[config.mk]
export PLATFORM = sky130hd
export DESIGN_NAME = mxv_result_drain_flat
export DESIGN_NICKNAME = d
export VERILOG_FILES = /design/src/rtl/mxv_result_drain_if.sv /design/src/rtl/mxv_result_drain.sv /design/src/flat_wrapper.sv
export SDC_FILE = /design/constraint.sdc
export NUM_CORES = 1
export LEC_CHECK = 0
export CORE_ASPECT_RATIO = 1.25
export CORE_UTILIZATION = 30
export CTS_CLUSTER_DIAMETER = 30
export DETAILED_ROUTE_END_ITERATION = 8
export SYNTH_ARGS = -nofsm -noshare
export SYNTH_HDL_FRONTEND = slang
export SYNTH_SLANG_ARGS = --single-unit
export TNS_END_PERCENT = 20
[constraint.sdc]
create_clock -name clk -period 2.1 [get_ports clk]
set_input_delay 0.525 -clock clk [delete_from_list [all_inputs] [get_ports clk]]
set_output_delay 0.525 -clock clk [all_outputs]
set_load 0.05 [all_outputs]
[src/rtl/mxv_result_drain_if.sv]
// Handshake bundle for the MxV result drain: start/length request, result FIFO
// read port, valid/ready output stream and drain status.
interface mxv_result_drain_if #(
  parameter int WORD_LENGTH = 8
);
  logic                   start;
  logic [WORD_LENGTH-1:0] matrix_length;
  logic                   fifo_empty;
  logic [WORD_LENGTH-1:0] fifo_data;
  logic                   fifo_pop;
  logic [WORD_LENGTH-1:0] out_data;
  logic                   out_valid;
  logic                   out_ready;
  logic                   busy;
  logic                   done;
  logic [WORD_LENGTH-1:0] count;

  modport slave (
    input  start, matrix_length, fifo_empty, fifo_data, out_ready,
    output fifo_pop, out_data, out_valid, busy, done, count
  );

  modport master (
    output start, matrix_length, fifo_empty, fifo_data, out_ready,
    input  fifo_pop, out_data, out_valid, busy, done, count
  );
endinterface

[src/rtl/mxv_result_drain.sv]
// Consumer end of the MxV result FIFO: pops matrix_length words one at a time
// and presents each on a valid/ready stream, pulsing done after the last one.
module mxv_result_drain #(
  parameter int WORD_LENGTH = 8
) (
  input  logic               clk,
  input  logic               reset,
  mxv_result_drain_if.slave  bus
);

  typedef enum logic [2:0] {
    IDLE  = 3'd0,
    POP   = 3'd1,
    LATCH = 3'd2,
    SEND  = 3'd3,
    DONE  = 3'd4
  } state_t;

  state_t                 r_state;
  state_t                 w_next_state;
  logic [WORD_LENGTH-1:0] r_len;
  logic [WORD_LENGTH-1:0] r_count;
  logic [WORD_LENGTH-1:0] r_out_data;
  logic [WORD_LENGTH-1:0] w_count_inc;

  assign w_count_inc = r_count + WORD_LENGTH'(1);

  // state register
  always_ff @(posedge clk or posedge reset) begin
    if (reset) begin
      r_state <= IDLE;
    end else begin
      r_state <= w_next_state;
    end
  end

  // next-state decode; the pop in POP is gated by fifo_empty so it never underflows
  always_comb begin
    w_next_state = r_state;
    case (r_state)
      IDLE: begin
        if (bus.start) begin
          w_next_state = (bus.matrix_length == WORD_LENGTH'(0)) ? DONE : POP;
        end else begin
          w_next_state = IDLE;
        end
      end
      POP: begin
        if (!bus.fifo_empty) begin
          w_next_state = LATCH;
        end else begin
          w_next_state = POP;
        end
      end
      LATCH: w_next_state = SEND;
      SEND: begin
        if (bus.out_ready) begin
          w_next_state = (w_count_inc == r_len) ? DONE : POP;
        end else begin
          w_next_state = SEND;
        end
      end
      DONE:    w_next_state = IDLE;
      default: w_next_state = IDLE;
    endcase
  end

  // length latch, accepted-word counter and output data register
  always_ff @(posedge clk or posedge reset) begin
    if (reset) begin
      r_len      <= WORD_LENGTH'(0);
      r_count    <= WORD_LENGTH'(0);
      r_out_data <= WORD_LENGTH'(0);
    end else begin
      case (r_state)
        IDLE: begin
          if (bus.start) begin
            r_len   <= bus.matrix_length;
            r_count <= WORD_LENGTH'(0);
          end
        end
        LATCH: r_out_data <= bus.fifo_data;
        SEND: begin
          if (bus.out_ready) begin
            r_count <= w_count_inc;
          end
        end
        default: begin
        end
      endcase
    end
  end

  // outputs depend only on the state register (plus fifo_empty for the pop)
  assign bus.fifo_pop  = (r_state == POP) && !bus.fifo_empty;
  assign bus.out_valid = (r_state == SEND);
  assign bus.busy      = (r_state != IDLE);
  assign bus.done      = (r_state == DONE);
  assign bus.out_data  = r_out_data;
  assign bus.count     = r_count;

endmodule
[src/flat_wrapper.sv]
// flat-port wrapper written by rule: the top's interface ports become plain ports
module mxv_result_drain_flat 
#(
  parameter int WORD_LENGTH = 8
)
  (clk, reset, bus_start, bus_matrix_length, bus_fifo_empty, bus_fifo_data, bus_out_ready, bus_fifo_pop, bus_out_data, bus_out_valid, bus_busy, bus_done, bus_count);
  mxv_result_drain_if #(.WORD_LENGTH(WORD_LENGTH)) bus_i ();
  input  logic clk;
  input  logic reset;
  input wire logic [$bits(bus_i.start)-1:0] bus_start;
  input wire logic [$bits(bus_i.matrix_length)-1:0] bus_matrix_length;
  input wire logic [$bits(bus_i.fifo_empty)-1:0] bus_fifo_empty;
  input wire logic [$bits(bus_i.fifo_data)-1:0] bus_fifo_data;
  input wire logic [$bits(bus_i.out_ready)-1:0] bus_out_ready;
  output wire logic [$bits(bus_i.fifo_pop)-1:0] bus_fifo_pop;
  output wire logic [$bits(bus_i.out_data)-1:0] bus_out_data;
  output wire logic [$bits(bus_i.out_valid)-1:0] bus_out_valid;
  output wire logic [$bits(bus_i.busy)-1:0] bus_busy;
  output wire logic [$bits(bus_i.done)-1:0] bus_done;
  output wire logic [$bits(bus_i.count)-1:0] bus_count;
  assign bus_i.start = bus_start;
  assign bus_i.matrix_length = bus_matrix_length;
  assign bus_i.fifo_empty = bus_fifo_empty;
  assign bus_i.fifo_data = bus_fifo_data;
  assign bus_i.out_ready = bus_out_ready;
  assign bus_fifo_pop = bus_i.fifo_pop;
  assign bus_out_data = bus_i.out_data;
  assign bus_out_valid = bus_i.out_valid;
  assign bus_busy = bus_i.busy;
  assign bus_done = bus_i.done;
  assign bus_count = bus_i.count;
  mxv_result_drain #(.WORD_LENGTH(WORD_LENGTH)) u_core (.clk(clk), .reset(reset), .bus(bus_i));
endmodule
After elaboration in Yosys (flattened, before gate mapping)
Index checks and enable logic that the tools add are counted.
Storage, ports and cells
  flip-flop bits (word level): 27
  output and inout bits: 20
  word-level logic and storage cells: 29
Cells by class
  add/sub/neg operators: 1
  eq/ne operators: 7
  mux-type cells: 9
  reduce and logical (&&, ||, !) cells: 8
Operator list (number)
  $mux 8: 2
  $pmux 8 s2: 1
  $mux 3: 4
  $pmux 3 s4: 1
  $add 8x1->8 const B: 1
  $eq 8x8->1: 1
  $logic_not 8->1: 1
  $eq 3x2->1 const B: 2
  $ne 2x2->1 const B: 2
  $eq 3x1->1 const B: 1
  $eq 3x3->1 const B: 1
  $logic_not 3->1: 1
  $reduce_and 3->1: 1
  $reduce_bool 3->1: 1
  $mux 2: 1
  $reduce_and 2->1: 1
  $reduce_bool 2->1: 1
  $logic_and 1x1->1: 1
  $logic_not 1->1: 1

Longest topological paths before layout
Gate-level depths: netlist of run 1.
  depth in word-level cells: 5
  depth in mapped cells: 8
  gate-level depth less buffers: 6

Worst setup path before layout of run 1
No wires, ideal clock.
  path type: flip-flop to output port
  from: reg u_core.r_state[1]
  to: out bus_fifo_pop
  arrival time: 2172 ps
  required time: 1575 ps
  path slack: -597 ps
  cell stages (with the launch flop): 3
  path buffers: 1
  cell sequence: dfrtp_1 buf_4 nor4b_1
Between the ends
  longest elaborated chain between the ends: 2
RTL lines
  from (decl): RTL line mxv_result_drain.sv:19  | state_t r_state;
  from (signal assigned): RTL line mxv_result_drain.sv:33  | r_state <= w_next_state;
  $eq 3x1->1: RTL line mxv_result_drain.sv:95  | assign bus.fifo_pop = (r_state == POP) && !bus.fifo_empty;
  $logic_and 1x1->1: RTL line mxv_result_drain.sv:95
  to (decl): RTL line flat_wrapper.sv:15  | output wire logic [$bits(bus_i.fifo_pop)-1:0] bus_fifo_pop;
Every way passes these cells.

Worst setup path in the final report of run 1
  from: in bus_fifo_empty
  to: out bus_fifo_pop
Between the ends
  longest elaborated chain between the ends: 2
RTL lines
  from (decl): RTL line flat_wrapper.sv:12  | input wire logic [$bits(bus_i.fifo_empty)-1:0] bus_fifo_empty;
  $logic_not 1->1
  $logic_and 1x1->1: RTL line mxv_result_drain.sv:95
Every way passes these cells.

==> flow_summary.toml, run 1 <==
[status]
outcome = "finished, final reports clean"

[timing]
slew_viol_final = 0
rsz0062_at_grt = "false"
setup_viol = 0
finalCriticalPeriod_ps = 2030
worst_pin_slew_ps = 505
worst_clock_skew_ps = 2.36
period_share_pct = 96.8
max_freq_ghz = 0.492
slew_headroom_pct = 66.2
finalHoldViolCount = 0

[grt]
track_usage_pct = 14.1
grt_max_degree = 28
antenna_found_initial = 0
first_global_vias = 1275
overflow = 0
grt_first_pass_wirelength_mm = 5.88

[hold_path]
hold_class = "reg2reg"

[detailed_routing]
via_per_inst = 5.15
routed_wl_mm = 3.44
drt_pass1_iterations = 4
first_iter_violations = 30
ant_nets = 0
drc = 0
route.vias.total = 1251
wl_per_cell_um = 14.2

[synthesis]
synth_area_leaders = "dfrtp_1, mux2_2, xnor2_1"
synthCells = 143
synth_top_area_cell = "dfrtp_1"
yosysWarnings = 0
synth_seq_cells = 27
synth-edff-count = 0
syn_nets = 165
synth_area_per_cell_um2 = 10.6
synth_most_common_cell = "dfrtp_1"
synth_top_area_share_pct = 44.8
ys_seq_area_share_pct = 44.8
synthDistinctLibCells = 45
synth_commonest_cells = "dfrtp_1, mux2_2, nand2_1"
synthFlopType = "dfrtp_1"
syn-cell-area_um2 = 1510
synth_async_sr_flop_share_pct = 100

[place]
place.gp.congestion = 0.818
portBuffers = 40
dp_hpwl_mm = 2.68

[clock_network]
clockBufferDepth = 2
cts.root.buffer_cell = "clkbuf_8"
ctsHtreeMaxLevel = 1
clk_pin_slew_ps = 90
cts_tree = "done"
cts_setup_buffers = 0
insertion_delay_ps = 270
clock-sinks = 27
ctsResizeCount = 0
hold_buffers = 0
numCtsBuffers = 3

[layout]
area_growth_pct = 34.4
fin_nets = 206
fin_util_pct = 42.3
drive_above_1_share_pct = 25.1
n_antenna_cell = 0

[pwr]
powerDensity_nw_per_um2 = 1410
power_uw = 2850
leakage_uw = 0.000803
vdd_ir_drop_max_v = 0.000927

[floorplan]
io-pin-count = 41
core_area_um2 = 4800
rows = 28
fp.dieH_um = 81.3
die_area_um2 = 5320
start_util_pct = 31.4
die_w_um = 65.4

[worst_setup_path]
arrival_ps = 1510
setup.worst_path.class = "in2out"
startpoint_type = "input pin"
end_kind = "output port"
cp.required_ps = 1570
critical_path_peak_fanout = 3

[job]
cap_violations = 0
[where the power goes]
| part | internal (uW) | leakage, uW | switching (uW) |
|---|---|---|---|
| clock network | 136 | 0.0000228 | 163 |
| logic | 699 | 0.000445 | 915 |
| registers | 724 | 0.000335 | 217 |
[flip-flops by register name (all words and copies together), names as in the netlist]
signal and flops:
u_core.r_len 8, u_core.bus.out_data 8, u_core.r_state 3, u_core.bus.count 8
[metal layers]
metal  wire, um  global-route usage (%)
met2       1810                    25.8
met1       1440                    16.6
met5          0                       0
met3        153                    2.95
met4         42                    3.70
[final cells by class]
class | instances | area (um^2)
repair buffers | 44 | 450
multi-input cells | 102 | 759
fillers | 446 | 2770
inverters | 6 | 22.5
well taps | 60 | 75.1
clock buffers | 4 | 45.0
flip-flops and latches | 27 | 676
[kinds of logic after synthesis]
family / Yosys count / synth area share (%)
multiplexers: 16 / 11.9
AO/OA/AOI/OAI: 32 / 14.3
adder cells (fa/ha/maj): 1 / 0.829
AND/OR/NAND/NOR: 45 / 18.2
flip-flops: 27 / 44.8
XOR/XNOR: 8 / 4.64
buffers and inverters: 14 / 5.31
[path summary, 6_finish.rpt]
check	from	end	slack, ps	cells after the start
setup / recovery	bus_fifo_empty	bus_fifo_pop	70	3
setup reg to reg	u_core.bus.count[1]	u_core.r_state[0]	270	6
min in group asynchronous	reset	u_core.r_len[0]	600	3
max in group asynchronous	reset	u_core.bus.count[6]	1240	3
hold reg to reg	u_core.bus.out_data[2]	u_core.bus.out_data[2]	520	1
hold / removal	u_core.bus.out_data[2]	u_core.bus.out_data[2]	520	1
[cell usage in the layout (no fill, tap or decap), types with 2 or more instances in the layout]
master,n
a31oi_1,3
o31ai_1,2
or4_1,2
a21o_1,2
nor3_2,2
a21oi_1,2
nand2b_1,2
a311oi_1,2
clkbuf_8,3
nand3_1,3
xor2_1,2
nand2_1,13
xnor2_1,6
nor2_1,7
o21ai_1,7
buf_4,12
clkdlybuf4s50_1,28
o21ai_0,6
buf_12,4
dfrtp_1,27
inv_1,6
mux2_2,16
nor3_1,2
[critical path, cell delays in order]
cell and delay, ps:
clkdlybuf4s50_1 460, nor4b_2 340, buf_12 180
[per-stage QoR]
step / area (um^2) / setup TNS (ps) / hold slack, ps / cells / setup slack, ps
final: 2030 / 0 / 517 / 243 / 66.5
after global routing: 2030 / 0 / 537 / 243 / 17.1
after CTS: 2030 / 0 / 522 / 243 / 66.8
after detailed placement: 1980 / -9.65 / 500 / 239 / -9.65
after global placement: 1980 / 0 / 489 / 239 / 33.2
after floorplan: 1520 / -94.7 / 494 / 143 / -94.7
Note: power is estimated with default switching activity, not from simulation.
==> run 2, diff against run 1 <==
Settings changed: CTS_CLUSTER_DIAMETER 30 to 120, SLEW_MARGIN set to 20.
Clock period 2.1 ns to 2.15 ns, I/O delays scaled along.
==> run 2 against run 1 <==
  * Worst hold slack worse by 0.95 ps
  * Via count down 1.1%
  * Die area unchanged
  * Cell count unchanged
  * Largest power group unchanged
==> flow_summary.toml, run 2 (synthesis results as in run 1) <==
[grt]
overflow = 0
grt_first_pass_wirelength_mm = 5.56
antenna_found_initial = 0
grt_max_degree = 28
first_global_vias = 1217
track_usage_pct = 13.6

[place]
dp_hpwl_mm = 2.60
portBuffers = 40
post-place-ws_ps = 34.9
place.gp.congestion = 0.815

[timing]
worst_slack_ps = 64.2
finalCriticalPeriod_ps = 2090
period_share_pct = 97.0
slew_headroom_pct = 66.0
worst_pin_slew_ps = 509
timing.hold.ws_ps = 516
slew_viol_final = 0
setup_viol = 0
max_freq_ghz = 0.479
rsz0062_at_grt = "false"
finalHoldViolCount = 0
worst_clock_skew_ps = 3.48

[pwr]
p_sw_share_pct = 45.3
seqPwrFrac_pct = 33.0
powerDensity_nw_per_um2 = 1360
power.share.clock_pct = 10.3
power.switching_uw = 1260
vdd_ir_drop_max_v = 0.000721
p_int_uw = 1520
leakage_uw = 0.000818
combPwrFrac_pct = 56.6

[hold_path]
hp-start = "u_core.bus.out_data[4]"
hold_class = "reg2reg"

[clock_network]
clk_pin_slew_ps = 90
cts_tree = "done"
insertion_delay_ps = 270
numCtsBuffers = 3
ctsResizeCount = 0
clockBufferDepth = 2
cts_setup_buffers = 0
ctsHtreeMaxLevel = 1
cts.root.buffer_cell = "clkbuf_8"
hold_buffers = 0
clock-sinks = 27

[worst_setup_path]
crit_start = "u_core.bus.count[6]"
worst-path-buf-inv = 1
arrival_ps = 1550
critical_path_peak_fanout = 5
cp_slowest_cell = "clkdlybuf4s50_1"
startpoint_type = "register"
crit_family = "buffers and inverters"
cp.required_ps = 1610
slowest_delay_ps = 840
setup.worst_path.class = "reg2out"
r2r-start = "u_core.bus.count[1]"
cp_cell_sequence = "clkdlybuf4s50_1"
end_kind = "output port"

[floorplan]
die_w_um = 65.4
core_area_um2 = 4800
rows = 28
fp.dieH_um = 81.3
start_util_pct = 31.4
die_area_um2 = 5320
io-pin-count = 41

[layout]
layout_commonest_cell = "clkdlybuf4s50_1"
drive_above_1_share_pct = 24.0
area_growth_pct = 35.2
layout_common_cells = "clkdlybuf4s50_1, dfrtp_1, mux2_2"
fin_nets = 206
n_antenna_cell = 0

[detailed_routing]
route.vias.total = 1237
drt_pass1_iterations = 4
routed_wl_mm = 3.34
via_per_inst = 5.09
ant_nets = 0
wl_per_cell_um = 13.7
drc = 0
first_iter_violations = 38

[job]
cap_violations = 0

[status]
outcome = "finished, final reports clean"
-- run 2: cell count changes in the layout (fill, tap and decap cells not counted) --
cell	change
clkbuf_1	-1
clkinv_2	+1
dlymetal6s2s_1	+1
clkdlybuf4s50_1	+2
buf_4	-3
-- run 2: routing by layer --
metal	vias to the layer above	part of all wire, %	global-route usage (%)
li1	592	-	-
met1	608	42	16.3
met2	32	53	24.5
met3	5	4.6	2.53
met4	0	0.99	3.70
met5	-	0	0
-- run 2: power by group through the flow --
stage	registers [uW]	clock network [uW]	logic, uW
3_5_place_dp	927	0	1580
6_report	919	288	1570
5_1_grt	956	320	1680
2_1_floorplan	1200	0	860
3_3_place_gp	912	0	1560
4_1_cts	918	297	1590
-- run 2: worst paths after layout --
| kind | end | slack (ps) | cells past startpoint |
|---|---|---|---|
| max | bus_count[6] | 60 | 1 |
| min | u_core.bus.out_data[4] | 520 | 1 |
| max reg2reg | u_core.r_state[2] | 320 | 6 |
| min reg2reg | u_core.bus.out_data[4] | 520 | 1 |
| max in group asynchronous | u_core.bus.count[6] | 1280 | 3 |
| min in group asynchronous | u_core.r_len[1] | 610 | 3 |
-- run 2: cell type report --
| type | count | area, um^2 |
|---|---|---|
| clock buffers | 3 | 41.3 |
| well taps | 60 | 75.1 |
| fillers | 456 | 2760 |
| clock inverters | 1 | 5.00 |
| repair buffers | 44 | 460 |
| inverters | 6 | 22.5 |
| flip-flops and latches | 27 | 676 |
| multi-input cells | 102 | 759 |
-- run 2: through the flow --
stage / total power, uW / cells / area [um^2] / TNS (ps) / util, %
2_1_floorplan: 2050 / 143 / 1520 / -57.2 / -
6_report: 2780 / 243 / 2040 / 0 / 42.5
4_1_cts: 2800 / 243 / 2040 / 0 / 42.4
3_5_place_dp: 2510 / 239 / 1990 / 0 / 41.5
3_3_place_gp: 2470 / 239 / 1990 / 0 / 41.5
5_1_grt: 2950 / 243 / 2040 / 0 / 42.5
==> run 3, diff against run 2 <==
Settings changed: ABC_AREA set to 1, CTS_CLUSTER_SIZE set to 8.
Clock period 2.15 ns to 2.4 ns, I/O delays scaled along.
==> run 3 against run 2 <==
  * First-iteration DRC count shrank 21%
  * Combinational power grew 10%
  * Clock skew grew 2.5 ps
  * Critical path type unchanged
  * Sequential power shrank 6.9%
  * Largest cell class unchanged
  * Clock power shrank 5%
  * Power grew 2.8%
==> flow_summary.toml, run 3 <==
[synthesis]
synth_top_area_cell = "dfrtp_1"
synth_top_area_share_pct = 45.6
syn_nets = 225
synthAdderAreaFrac_pct = 0.845
synthCells = 203
synth_async_sr_flop_share_pct = 100
synth_commonest_cells = "nand2_1, dfrtp_1, inv_1"
synth_top_family_by_area = "simple AND/OR/NAND/NOR gates"
synth_seq_cells = 27
synthFlopType = "dfrtp_1"
synthSimpleGateAreaFrac_pct = 37.1
synth_area_per_cell_um2 = 7.30
synth-compound-area-share_pct = 7.94
synthDistinctLibCells = 23
syn-cell-area_um2 = 1480
synth_area_leaders = "dfrtp_1, nand2_1, inv_1"
synthMuxAreaShare_pct = 0
synth-edff-count = 0
synth_most_common_cell = "nand2_1"
yosysWarnings = 0
ys_seq_area_share_pct = 45.6
synthXorXnorAreaFrac_pct = 0

[grt]
track_usage_pct = 14.6
antenna_found_initial = 0
overflow = 0
grt_first_pass_wirelength_mm = 5.87
first_global_vias = 1266
grt_max_degree = 28

[worst_setup_path]
rr_worst_depth = 10
cp_cell_sequence = "inv_1 -> nand2_1 -> clkdlybuf4s50_1"
setup.worst_path.class = "reg2out"
startpoint_type = "register"
cp.required_ps = 1800
crit_start = "u_core.r_state[0]"
arrival_ps = 1710
endpoint = "bus_busy"
end_kind = "output port"
cp_slowest_cell = "clkdlybuf4s50_1"
reg2reg_setup_slack_ps = 670
slowest_delay_ps = 790
r2r-start = "u_core.bus.count[0]"
critical_path_peak_fanout = 5
r2r-end = "u_core.r_state[0]"

[floorplan]
core_area_um2 = 4730
io-pin-count = 41
fp.dieH_um = 80.6
die_area_um2 = 5220
start_util_pct = 31.3
die_w_um = 64.9
rows = 28

[clock_network]
cts.root.buffer_cell = "clkbuf_8"
cts_tree = "done"
hold_buffers = 0
ctsHtreeMaxLevel = 1
numCtsBuffers = 3
cts_setup_buffers = 0
insertion_delay_ps = 280
clock-sinks = 27
ctsResizeCount = 0
clk_pin_slew_ps = 100
clockBufferDepth = 2

[layout]
design_area_um2 = 2030
area.sequential_um2 = 676
fin_nets = 273
n_antenna_cell = 0
layout_common_cells = "nand2_1, clkdlybuf4s50_1, inv_1, dfrtp_1, nand3_1"
fillers = 506
multiInputGateArea_um2 = 679
layout_commonest_cell = "nand2_1"
final_cell_count_no_fill = 310
area_growth_pct = 37.3
drive_above_1_share_pct = 12.0

[timing]
finalCriticalPeriod_ps = 2310
worst_pin_slew_ps = 513
worst_clock_skew_ps = 6.03
tns_ps = 0
rsz0062_at_grt = "false"
finalHoldViolCount = 0
max_freq_ghz = 0.434
slew_viol_final = 0
slew_headroom_pct = 65.7
setup_viol = 0
period_share_pct = 96.1

[detailed_routing]
wl_per_cell_um = 11.3
via_per_inst = 4.55
routed_wl_mm = 3.49
ant_nets = 0
route.vias.total = 1409
drc = 0
first_iter_violations = 30
drt_pass1_iterations = 4

[pwr]
powerDensity_nw_per_um2 = 1400
vdd_ir_drop_max_v = 0.000623
leakage_uw = 0.000980

[place]
portBuffers = 40
placed_cell_area_um2 = 1990
place.gp.congestion = 0.771
dp_cells = 306
dp_hpwl_mm = 2.71

[hold_path]
hold_class = "reg2reg"

[job]
cap_violations = 0

[status]
outcome = "finished, final reports clean"
run 3: cell count changes after synthesis, moves of 3 or more:
cell / change
nand3_2: +3
o21ai_1: -5
xnor2_1: -6
nand2_2: +6
o22ai_1: +6
nor2_2: +3
inv_1: +21
nand3_1: +14
a31oi_1: -3
nand2_1: +63
inv_2: +3
mux2_2: -16
run 3: worst max-delay path: cells and delay by family, from the launching register on:
kind	cells	cell delay [ps]
buffers and inverters	2	910
flip-flops	1	440
AND/OR/NAND/NOR	1	80
run 3: kinds of logic (layout without fill, tap and decap cells):
kind of cell	Yosys count	after routing
adder cells (fa/ha/maj)	1	1
buffers and inverters	33	80
flip-flops	27	27
AO/OA/AOI/OAI	20	20
AND/OR/NAND/NOR	122	122
run 3: through the flow:
step | power (uW) | hold slack, ps | util [%] | worst slack (ps)
after floorplan | 2040 | 466 | - | 300
after global placement | 2610 | 456 | 42.1 | 396
after detailed placement | 2610 | 462 | 42.1 | 371
after CTS | 2890 | 489 | 43.0 | 81.4
after global routing | 3060 | 504 | 43.0 | 12.2
final | 2860 | 482 | 43.0 | 93.7
run 3: cell type report:
type	count	share of cell area, %
well taps	60	3.69
inverters	31	5.72
multi-input cells	143	33.4
flip-flops and latches	27	33.2
clock buffers	4	2.21
repair buffers	45	21.8
run 3: where the power goes:
part	switching, uW	internal, uW	total (uW)
clock network	154	119	273
registers	190	666	856
logic	1140	590	1730
total	1480	1380	2860
run 3: worst min path at each step:
stage          slack (ps)                    from  cells after the start                     end
2_1_floorplan         470         u_core.r_len[4]                      2         u_core.r_len[4]
3_5_place_dp          460  u_core.bus.out_data[1]                      2  u_core.bus.out_data[1]
4_1_cts               490  u_core.bus.out_data[1]                      2  u_core.bus.out_data[1]
3_3_place_gp          460  u_core.bus.out_data[1]                      2  u_core.bus.out_data[1]
5_1_grt               500  u_core.bus.out_data[3]                      2  u_core.bus.out_data[3]
6_report              480  u_core.bus.out_data[1]                      2  u_core.bus.out_data[1]
run 3: metal layers:
metal  vias up  routed length (um)  GRT usage [%]
met3         5                 133           2.27
met4         0                  51           5.33
met1       635                1570           17.6
met2        37                1740           25.7
met5         -                   0              0
li1        732                   -              -
